--- src/rtl/soc_pmc_pulse_gen.sv ---
// Gate/strobe sequencer for the pixel matrix controller. A shared timing profile
// (gate width, strobe window, gap, repeat count) drives a set of maskable channels.
module soc_pmc_pulse_gen #(
    parameter int CHANNELS  = 1,
    parameter int CNT_WIDTH = 16,
    parameter int REP_WIDTH = 8
) (
    input  logic                 clk,
    input  logic                 rst,
    input  logic                 start,
    input  logic                 abort,
    input  logic [CHANNELS-1:0]  ch_mask,
    input  logic [CNT_WIDTH-1:0] gate_len,
    input  logic [CNT_WIDTH-1:0] strobe_delay,
    input  logic [CNT_WIDTH-1:0] strobe_len,
    input  logic [CNT_WIDTH-1:0] gap_len,
    input  logic [REP_WIDTH-1:0] repeats,
    output logic [CHANNELS-1:0]  gate,
    output logic [CHANNELS-1:0]  strobe,
    output logic                 busy,
    output logic                 done
);

    typedef enum logic [1:0] {
        IDLE = 2'd0,
        GATE = 2'd1,
        GAP  = 2'd2
    } state_t;

    localparam logic [CNT_WIDTH-1:0] CNT_ZERO = {CNT_WIDTH{1'b0}};
    localparam logic [CNT_WIDTH-1:0] CNT_ONE  = {{(CNT_WIDTH-1){1'b0}}, 1'b1};
    localparam logic [REP_WIDTH-1:0] REP_ZERO = {REP_WIDTH{1'b0}};
    localparam logic [REP_WIDTH-1:0] REP_ONE  = {{(REP_WIDTH-1){1'b0}}, 1'b1};

    state_t                 state_r, state_s;
    logic [CNT_WIDTH-1:0]   cnt_r, cnt_s;
    logic [REP_WIDTH-1:0]   pulse_r, pulse_s;
    logic [CHANNELS-1:0]    mask_r, mask_s;
    logic [CNT_WIDTH-1:0]   gate_len_r, gate_len_s;
    logic [CNT_WIDTH-1:0]   sdel_r, sdel_s;
    logic [CNT_WIDTH-1:0]   slen_r, slen_s;
    logic [CNT_WIDTH-1:0]   gap_r, gap_s;
    logic [CNT_WIDTH-1:0]   gap_last_s;
    logic                   load_s;
    logic                   done_s;
    logic [CHANNELS-1:0]    gate_s, strobe_s;

    // Strobe window end is formed one bit wider so delay+length can never wrap.
    function automatic logic in_window(
        input logic [CNT_WIDTH-1:0] c,
        input logic [CNT_WIDTH-1:0] d,
        input logic [CNT_WIDTH-1:0] l,
        input logic [CNT_WIDTH-1:0] g
    );
        logic [CNT_WIDTH:0] end_v;
        end_v = {1'b0, d} + {1'b0, l};
        return (c >= d) && ({1'b0, c} < end_v) && (c < g);
    endfunction

    // Next-state, counter and config selection.
    always_comb begin
        state_s    = state_r;
        cnt_s      = cnt_r;
        pulse_s    = pulse_r;
        load_s     = 1'b0;
        done_s     = 1'b0;
        gap_last_s = CNT_ZERO;
        if (gap_r == CNT_ZERO) begin
            gap_last_s = CNT_ZERO;
        end else begin
            gap_last_s = gap_r - CNT_ONE;
        end
        case (state_r)
            IDLE: begin
                if (start && !abort) begin
                    if (gate_len != CNT_ZERO) begin
                        load_s  = 1'b1;
                        state_s = GATE;
                        cnt_s   = CNT_ZERO;
                        pulse_s = repeats;
                    end else begin
                        done_s = 1'b1;
                    end
                end else begin
                    state_s = IDLE;
                end
            end
            GATE: begin
                if (abort) begin
                    state_s = IDLE;
                    cnt_s   = CNT_ZERO;
                end else if (cnt_r == gate_len_r - CNT_ONE) begin
                    cnt_s = CNT_ZERO;
                    if (pulse_r == REP_ZERO) begin
                        state_s = IDLE;
                        done_s  = 1'b1;
                    end else begin
                        state_s = GAP;
                        pulse_s = pulse_r - REP_ONE;
                    end
                end else begin
                    cnt_s = cnt_r + CNT_ONE;
                end
            end
            GAP: begin
                if (abort) begin
                    state_s = IDLE;
                    cnt_s   = CNT_ZERO;
                end else if (cnt_r == gap_last_s) begin
                    state_s = GATE;
                    cnt_s   = CNT_ZERO;
                end else begin
                    cnt_s = cnt_r + CNT_ONE;
                end
            end
            default: begin
                state_s = IDLE;
                cnt_s   = CNT_ZERO;
                pulse_s = REP_ZERO;
            end
        endcase

        if (load_s) begin
            mask_s     = ch_mask;
            gate_len_s = gate_len;
            sdel_s     = strobe_delay;
            slen_s     = strobe_len;
            gap_s      = gap_len;
        end else begin
            mask_s     = mask_r;
            gate_len_s = gate_len_r;
            sdel_s     = sdel_r;
            slen_s     = slen_r;
            gap_s      = gap_r;
        end
    end

    // Output values for the upcoming cycle, so gate/strobe leave a flop directly.
    always_comb begin
        gate_s   = {CHANNELS{1'b0}};
        strobe_s = {CHANNELS{1'b0}};
        if (state_s == GATE) begin
            gate_s = mask_s;
            if (in_window(cnt_s, sdel_s, slen_s, gate_len_s)) begin
                strobe_s = mask_s;
            end else begin
                strobe_s = {CHANNELS{1'b0}};
            end
        end else begin
            gate_s   = {CHANNELS{1'b0}};
            strobe_s = {CHANNELS{1'b0}};
        end
    end

    // State, counters, latched profile and registered outputs.
    always_ff @(posedge clk or posedge rst) begin
        if (rst) begin
            state_r    <= IDLE;
            cnt_r      <= CNT_ZERO;
            pulse_r    <= REP_ZERO;
            mask_r     <= {CHANNELS{1'b0}};
            gate_len_r <= CNT_ZERO;
            sdel_r     <= CNT_ZERO;
            slen_r     <= CNT_ZERO;
            gap_r      <= CNT_ZERO;
            gate       <= {CHANNELS{1'b0}};
            strobe     <= {CHANNELS{1'b0}};
            busy       <= 1'b0;
            done       <= 1'b0;
        end else begin
            state_r    <= state_s;
            cnt_r      <= cnt_s;
            pulse_r    <= pulse_s;
            mask_r     <= mask_s;
            gate_len_r <= gate_len_s;
            sdel_r     <= sdel_s;
            slen_r     <= slen_s;
            gap_r      <= gap_s;
            gate       <= gate_s;
            strobe     <= strobe_s;
            busy       <= (state_s != IDLE);
            done       <= done_s;
        end
    end

endmodule

--- config.mk ---
export PLATFORM = sky130hd
export DESIGN_NAME = soc_pmc_pulse_gen
export DESIGN_NICKNAME = d
export VERILOG_FILES = /design/src/rtl/soc_pmc_pulse_gen.sv
export SDC_FILE = /design/constraint.sdc
export NUM_CORES = 1
export LEC_CHECK = 0
export ABC_AREA = 1
export CELL_PAD_IN_SITES_DETAIL_PLACEMENT = 1
export CELL_PAD_IN_SITES_GLOBAL_PLACEMENT = 2
export CORE_ASPECT_RATIO = 1.4
export CORE_MARGIN = 2
export CORE_UTILIZATION = 36
export DETAILED_ROUTE_END_ITERATION = 12
export GPL_ROUTABILITY_DRIVEN = 0
export PLACE_DENSITY = 0.86
export SKIP_LAST_GASP = 1
export SLEW_MARGIN = 20
export SYNTH_ARGS = -nofsm -noshare
export SYNTH_HDL_FRONTEND = slang
export SYNTH_SLANG_ARGS = --single-unit
export TNS_END_PERCENT = 20
--- constraint.sdc ---
create_clock -name clk -period 12.4 [get_ports clk]
set_clock_uncertainty 0.15 [all_clocks]
set_input_delay 1.24 -clock clk [delete_from_list [all_inputs] [get_ports clk]]
set_output_delay 1.24 -clock clk [all_outputs]
set_load 0.02 [all_outputs]
==> results of run 1 <==
## how the worst min path moves through the flow
stage / start / slack, ns / depth (start not counted) / to
2_1_floorplan: slen_r[10] / 0.32 / 1 / slen_r[10]
3_3_place_gp: slen_r[6] / 0.33 / 1 / slen_r[6]
3_5_place_dp: slen_r[2] / 0.33 / 1 / slen_r[2]
4_1_cts: slen_r[2] / 0.35 / 1 / slen_r[2]
5_1_grt: slen_r[15] / 0.36 / 1 / slen_r[15]
6_report: slen_r[2] / 0.35 / 1 / slen_r[2]
## critical path, delay by kind of cell
kind / cells / cell delay [ns]
adders and majority gates: 2 / 0.59
muxes: 1 / 0.41
AOI/OAI and AO/OA: 8 / 1.18
xor gates and xnor gates: 1 / 0.14
and+or+nand+nor: 14 / 2.41
buffers and inverters: 3 / 1.11
## metrics by stage
| stage | hold slack [ns] | worst slack (ns) |
|---|---|---|
| 6_report | 0.350 | 5.40 |
| 5_1_grt | 0.364 | 4.63 |
| 3_3_place_gp | 0.333 | 5.12 |
| 4_1_cts | 0.349 | 5.30 |
| 2_1_floorplan | 0.323 | 6.74 |
| 3_5_place_dp | 0.335 | 4.95 |
## where the power goes
part	internal, mW	switching (mW)	total, mW
Clock	0.188	0.128	0.316
Combinational	0.191	0.284	0.475
Sequential	0.364	0.0364	0.400
Total	0.743	0.449	1.19
## layout make-up
cell class	count	area [µm²]
Clock buffer	13	260
Multi-Input combinational cell	718	4320
Clock inverter	3	65.1
Fill cell	2560	11600
Tap cell	256	320
Sequential cell	95	2380
Inverter	160	606
Timing Repair Buffer	84	831
## layer usage
metal  vias up  GRT usage, %  part of all wire, %  routed length, µm
li1       3390             -                    -                  -
met5         -             0                    0                  0
met1      3155          22.3                   41               8610
met4         0          6.62                  2.4                497
met3        21          2.75                  1.9                386
met2        62          38.5                   54              11300
## sequential cells by signal, indices dropped and copies added (netlist names), 2 cells and up
| register | cells |
|---|---|
| sdel_r | 16 |
| gate_len_r | 16 |
| state_r | 2 |
| slen_r | 16 |
| pulse_r | 8 |
| cnt_r | 16 |
| gap_r | 16 |
## cells in the final DEF, fill, tap and decap left out, drive strengths merged, types with 2 or more instances in the layout
master           n
a211oi           4
a21oi           49
a221oi           2
buf              4
bufinv           2
clkbuf          13
clkdlybuf4s50   80
clkinv           2
dfrtp           95
ha              66
inv            159
mux2            19
nand2          223
nand3           64
nand4           22
nor2           101
nor3            13
nor4             5
o211ai           4
o21ai           67
o22ai           10
o31ai            2
o32ai            4
or2              3
xnor2           14
xor2            33
## cell families after synthesis
kind of cell             after synthesis  share of synthesized area (%)
buffers and inverters                179                           9.83
flip-flops                            95                           32.0
AO/OA/AOI/OAI                        151                           12.3
AND/OR/NAND/NOR                      433                           25.7
multiplexers                          19                           2.88
adder cells (fa/ha/maj)               67                           11.4
XOR/XNOR                              48                           5.85
==> impl_metrics.yaml, run 1 <==
status:
  status: "completed"
placed_design:
  io_buffers: 80
  hpwlAfterDp_mm: 16.8
  numPlacedInstances: 1313
  place_area_um2: 8450
yosys:
  ys_top_cells_by_area: "dfrtp_1 32%, ha_1 11%, nand2_1 11%, inv_1 7.9%, nor2_1 4.7%"
  synthArstFlopShare_pct: 100
  yosysUniqueCellTypes: 55
  yosys.cell_count.top_type: "nand2_1"
  synth_top_area_share_pct: 32.0
  synthesis.area_um2: 7420
  synth_seq_cells: 95
  synthesis.nets: 1136
  seq_area_frac_synth_pct: 32.0
  synth.top_cells.by_count: "215 x nand2_1, 156 x inv_1, 95 x dfrtp_1"
  synth_edf_count: 0
  syn_inst: 992
  yosysTopAreaCell: "dfrtp_1"
  avgSynthCellArea_um2: 7.48
  synthFlopType: "dfrtp_1"
  yosysWarnings: 0
timing:
  worstMarginPinSlew_ns: 0.833
  max_freq_mhz: 143
  finalCritPeriodShare_pct: 56.4
  rsz0062_at_grt: "no"
  drv_slew: 0
  period_needed_ns: 7.00
  maxSlewHeadroom_pct: 44.3
  hold_viol_final: 0
  finalSetupTns_ns: 0
  setup_viol: 0
clock_tree:
  cts_made_buffers: 9
  clk_latency_ns: 0.36
  post_cts_resized: 0
  cts_sinks: 95
  path_clk_slew_ns: 0.07
  cts_tree: "done"
  cts_setup_buffers: 0
  hold_buffers: 0
  ctsRootBufferMaster: "clkbuf_16"
  htreeDepth: 3
  cts_buffer_depth: 2
global_routing:
  grt_max_degree: 61
  grt.total_usage_pct: 20.0
  antenna_found_initial: 0
  grt_pass1_vias: 7120
  grt_pass1_wl_mm: 34.9
  overflow: 0
layout:
  final_util_pct: 43.0
  diodes: 0
  fin_area_um2: 8780
  drive_gt1_share_pct: 7.36
  instances_no_fill: 1329
  fin_nets: 1212
  area_delta_synth_final_pct: 18.3
critical_path:
  cp-end-kind: "flip-flop"
  cp-start-kind: "input port"
  critical_path.startpoint: "gate_len[12]"
  cp.arrival_ns: 7.10
  cp_max_fo: 60
  reg2reg_slack_ns: 6.83
  worstPathRequired_ns: 12.50
  rr_worst_depth: 26
  cp_slowest_stage_delay_ns: 0.59
  cp_common_cell: "nand2_1"
  crit_slowest_cell: "buf_4"
  path_class: "in -> reg"
  r2r-start: "state_r[0]"
  critPathCapture: "strobe"
  reg2reg_to: "strobe"
floorplan:
  num_rows: 62
  die_x_um: 125
  ios: 81
  core-area_um2: 20400
  dieArea_um2: 21800
  die_h_um: 174
  initial_core_util_pct: 36.4
power:
  p_per_area_nw_per_um2: 136
  p_leak_nw: 4.32
  total_power_mw: 1.19
  ir_drop_mv: 0.0668
route:
  finalWirelength_mm: 20.8
  routedWlPerCell_um: 15.7
  drc_errors: 0
  first_pass_iters: 4
  viasPerCell: 4.99
  vias: 6628
  dr.first_iter.drc_count: 151
  drtAntennaViolNets: 0
run:
  maxCapViolCount: 0
worst_hold_path:
  min_path_type: "reg -> reg"
Power figures use the tool's default switching activity.
==> run 2, diff against run 1 <==
--- a/config.mk
+++ b/config.mk
@@ -10,10 +10,10 @@
 export CELL_PAD_IN_SITES_GLOBAL_PLACEMENT = 2
 export CORE_ASPECT_RATIO = 1.4
 export CORE_MARGIN = 2
-export CORE_UTILIZATION = 36
+export CORE_UTILIZATION = 33
 export DETAILED_ROUTE_END_ITERATION = 12
 export GPL_ROUTABILITY_DRIVEN = 0
-export PLACE_DENSITY = 0.86
+export PLACE_DENSITY = 0.79
 export SKIP_LAST_GASP = 1
 export SLEW_MARGIN = 20
 export SYNTH_ARGS = -nofsm -noshare
==> constraint.sdc (replaced) <==
create_clock -name clk -period 6.8 [get_ports clk]
set_clock_uncertainty 0.15 [all_clocks]
set_input_delay 0.68 -clock clk [delete_from_list [all_inputs] [get_ports clk]]
set_output_delay 0.68 -clock clk [all_outputs]
set_load 0.02 [all_outputs]
==> run 2 against run 1 <==
Compared with the run above:
- combinational power is 82% higher
- first-iteration DRC count is 72% higher
- critical path depth is 1 higher
- cell count is 3.6% higher
- worst hold slack better by 0.0019 ns
- register-to-register slack worse by 5.1 ns
- wire length is 0.80% higher
- non-clock buffer count is 7 higher
- clock power is 69% higher
- total power is 78% higher
- via count hardly changed
==> impl_metrics.yaml, run 2 (synthesis results as in run 1) <==
timing:
  maxSlewHeadroom_pct: 42.6
  fin_ws_ns: 1.14
  rsz0062_at_grt: "no"
  worstMarginPinSlew_ns: 0.839
  period_needed_ns: 5.66
  drv_slew: 0
  finalSetupTns_ns: 0
  setup_viol: 0
  finalCritPeriodShare_pct: 83.3
  max_freq_mhz: 177
  hold_viol_final: 0
critical_path:
  cp_max_fo: 41
  cp_slowest_stage_delay_ns: 0.43
  cp_common_cell: "nand2_1"
  path_class: "in -> reg"
  cp-end-kind: "flip-flop"
  worstPathRequired_ns: 6.95
  cp-start-kind: "input port"
  crit_slowest_cell: "mux2_2"
  cp.arrival_ns: 5.82
clock_tree:
  path_clk_slew_ns: 0.07
  cts_made_buffers: 9
  cts_tree: "done"
  htreeDepth: 3
  cts_buffer_depth: 2
  ctsRootBufferMaster: "clkbuf_16"
  clk_latency_ns: 0.37
  cts_sinks: 95
  cts_setup_buffers: 0
  hold_buffers: 0
  post_cts_resized: 0
layout:
  diodes: 0
  fin_area_um2: 8860
  area_delta_synth_final_pct: 19.4
  drive_gt1_share_pct: 8.15
  mostFrequentLayoutCells: "214 x nand2_1, 155 x inv_1, 95 x dfrtp_1, 93 x nor2_1, 80 x clkdlybuf4s50_1"
  layout_commonest_cell: "nand2_1"
  fin_nets: 1219
power:
  p_per_area_nw_per_um2: 240
  clkPwrFrac_pct: 25.1
  internal_power_mw: 1.30
  ir_drop_mv: 0.136
  power_switching_uw: 827
  swShare_pct: 38.9
  pwr-share-seq_pct: 34.3
  combPwrFrac_pct: 40.6
  p_leak_nw: 4.34
global_routing:
  grt_pass1_wl_mm: 35.0
  overflow: 0
  grt_pass1_vias: 7033
  use_met3_pct: 2.39
  grtUsageMet1_pct: 21.7
  grt_util_met2_pct: 35.6
  antenna_found_initial: 0
  grt_max_degree: 62
  grt_busiest_layer: "met2"
  grt.total_usage_pct: 19.0
placed_design:
  pre_cts_ws_ns: 0.704
  io_buffers: 80
  hpwlAfterDp_mm: 17.2
  place_area_um2: 8560
status:
  status: "completed"
floorplan:
  ios: 81
  dieArea_um2: 23700
  num_rows: 64
  die_x_um: 131
  core-area_um2: 21900
  die_h_um: 181
  initial_core_util_pct: 33.8
route:
  vias: 6631
  first_pass_iters: 4
  routedWlPerCell_um: 15.3
  finalWirelength_mm: 21.0
  viasPerCell: 4.82
  drtAntennaViolNets: 0
  drc_errors: 0
  dr.first_iter.drc_count: 259
run:
  maxCapViolCount: 0
worst_hold_path:
  min_path_type: "reg -> reg"
## run 2: changes by cell type in the layout (fill, tap and decap cells not counted), moves of 2 or more
cell | before | now
buf_4 | 4 | 11
clkbuf_8 | 2 | 0
clkbuf_1 | 2 | 0
clkinv_4 | 0 | 3
## run 2: path summary, 6_finish.rpt
path,startpoint,end,slack (ns),cells after the start
hold / removal,slen_r[10],slen_r[10],0.35,1
setup / recovery,gate_len[15],strobe,1.14,30
hold reg to reg,slen_r[10],slen_r[10],0.35,1
setup reg to reg,state_r[1],strobe,1.69,25
min in group asynchronous,rst,pulse_r[5],0.53,2
max in group asynchronous,rst,strobe,4.72,3
## run 2: final cells by class
cell class              instances  area, µm²
flip-flops and latches         95       2380
fillers                      2746      13100
well taps                     297        372
repair buffers                 91        883
clock inverters                 7       73.8
inverters                     160        606
multi-input cells             718       4320
clock buffers                   9        225
## run 2: per-layer routing
metal	wire length, µm	share of wire, %	up-vias
met5	0	0	-
met4	456	2.2	0
met3	387	1.8	22
met2	11400	54	64
met1	8760	42	3140
li1	-	-	3405
## run 2: power groups by stage
stage          Sequential (mW)  Clock [mW]  Combinational, mW
2_1_floorplan            0.722           0              0.648
3_5_place_dp             0.740           0              0.876
6_report                 0.730       0.533              0.863
5_1_grt                  0.743       0.573               1.01
3_3_place_gp             0.737           0              0.856
4_1_cts                  0.731       0.557              0.882
## run 2: metrics by stage
| stage | util (%) | cells | power [mW] | hold WS (ns) |
|---|---|---|---|---|
| 2_1_floorplan | - | 992 | 1.37 | 0.323 |
| 3_3_place_gp | 39.0 | 1361 | 1.59 | 0.333 |
| 3_5_place_dp | 39.0 | 1361 | 1.62 | 0.342 |
| 4_1_cts | 40.4 | 1377 | 2.17 | 0.358 |
| 5_1_grt | 40.4 | 1377 | 2.32 | 0.368 |
| 6_report | 40.4 | 1377 | 2.13 | 0.352 |
## run 2: worst max-delay path: cells and delay by family
| kind | cells | cell delay [ns] |
|---|---|---|
| xor+xnor | 1 | 0.14 |
| compound gates | 6 | 0.88 |
| simple gates | 16 | 2.09 |
| mux | 1 | 0.43 |
| fa+ha+maj | 3 | 0.95 |
| buf+inv | 3 | 0.64 |
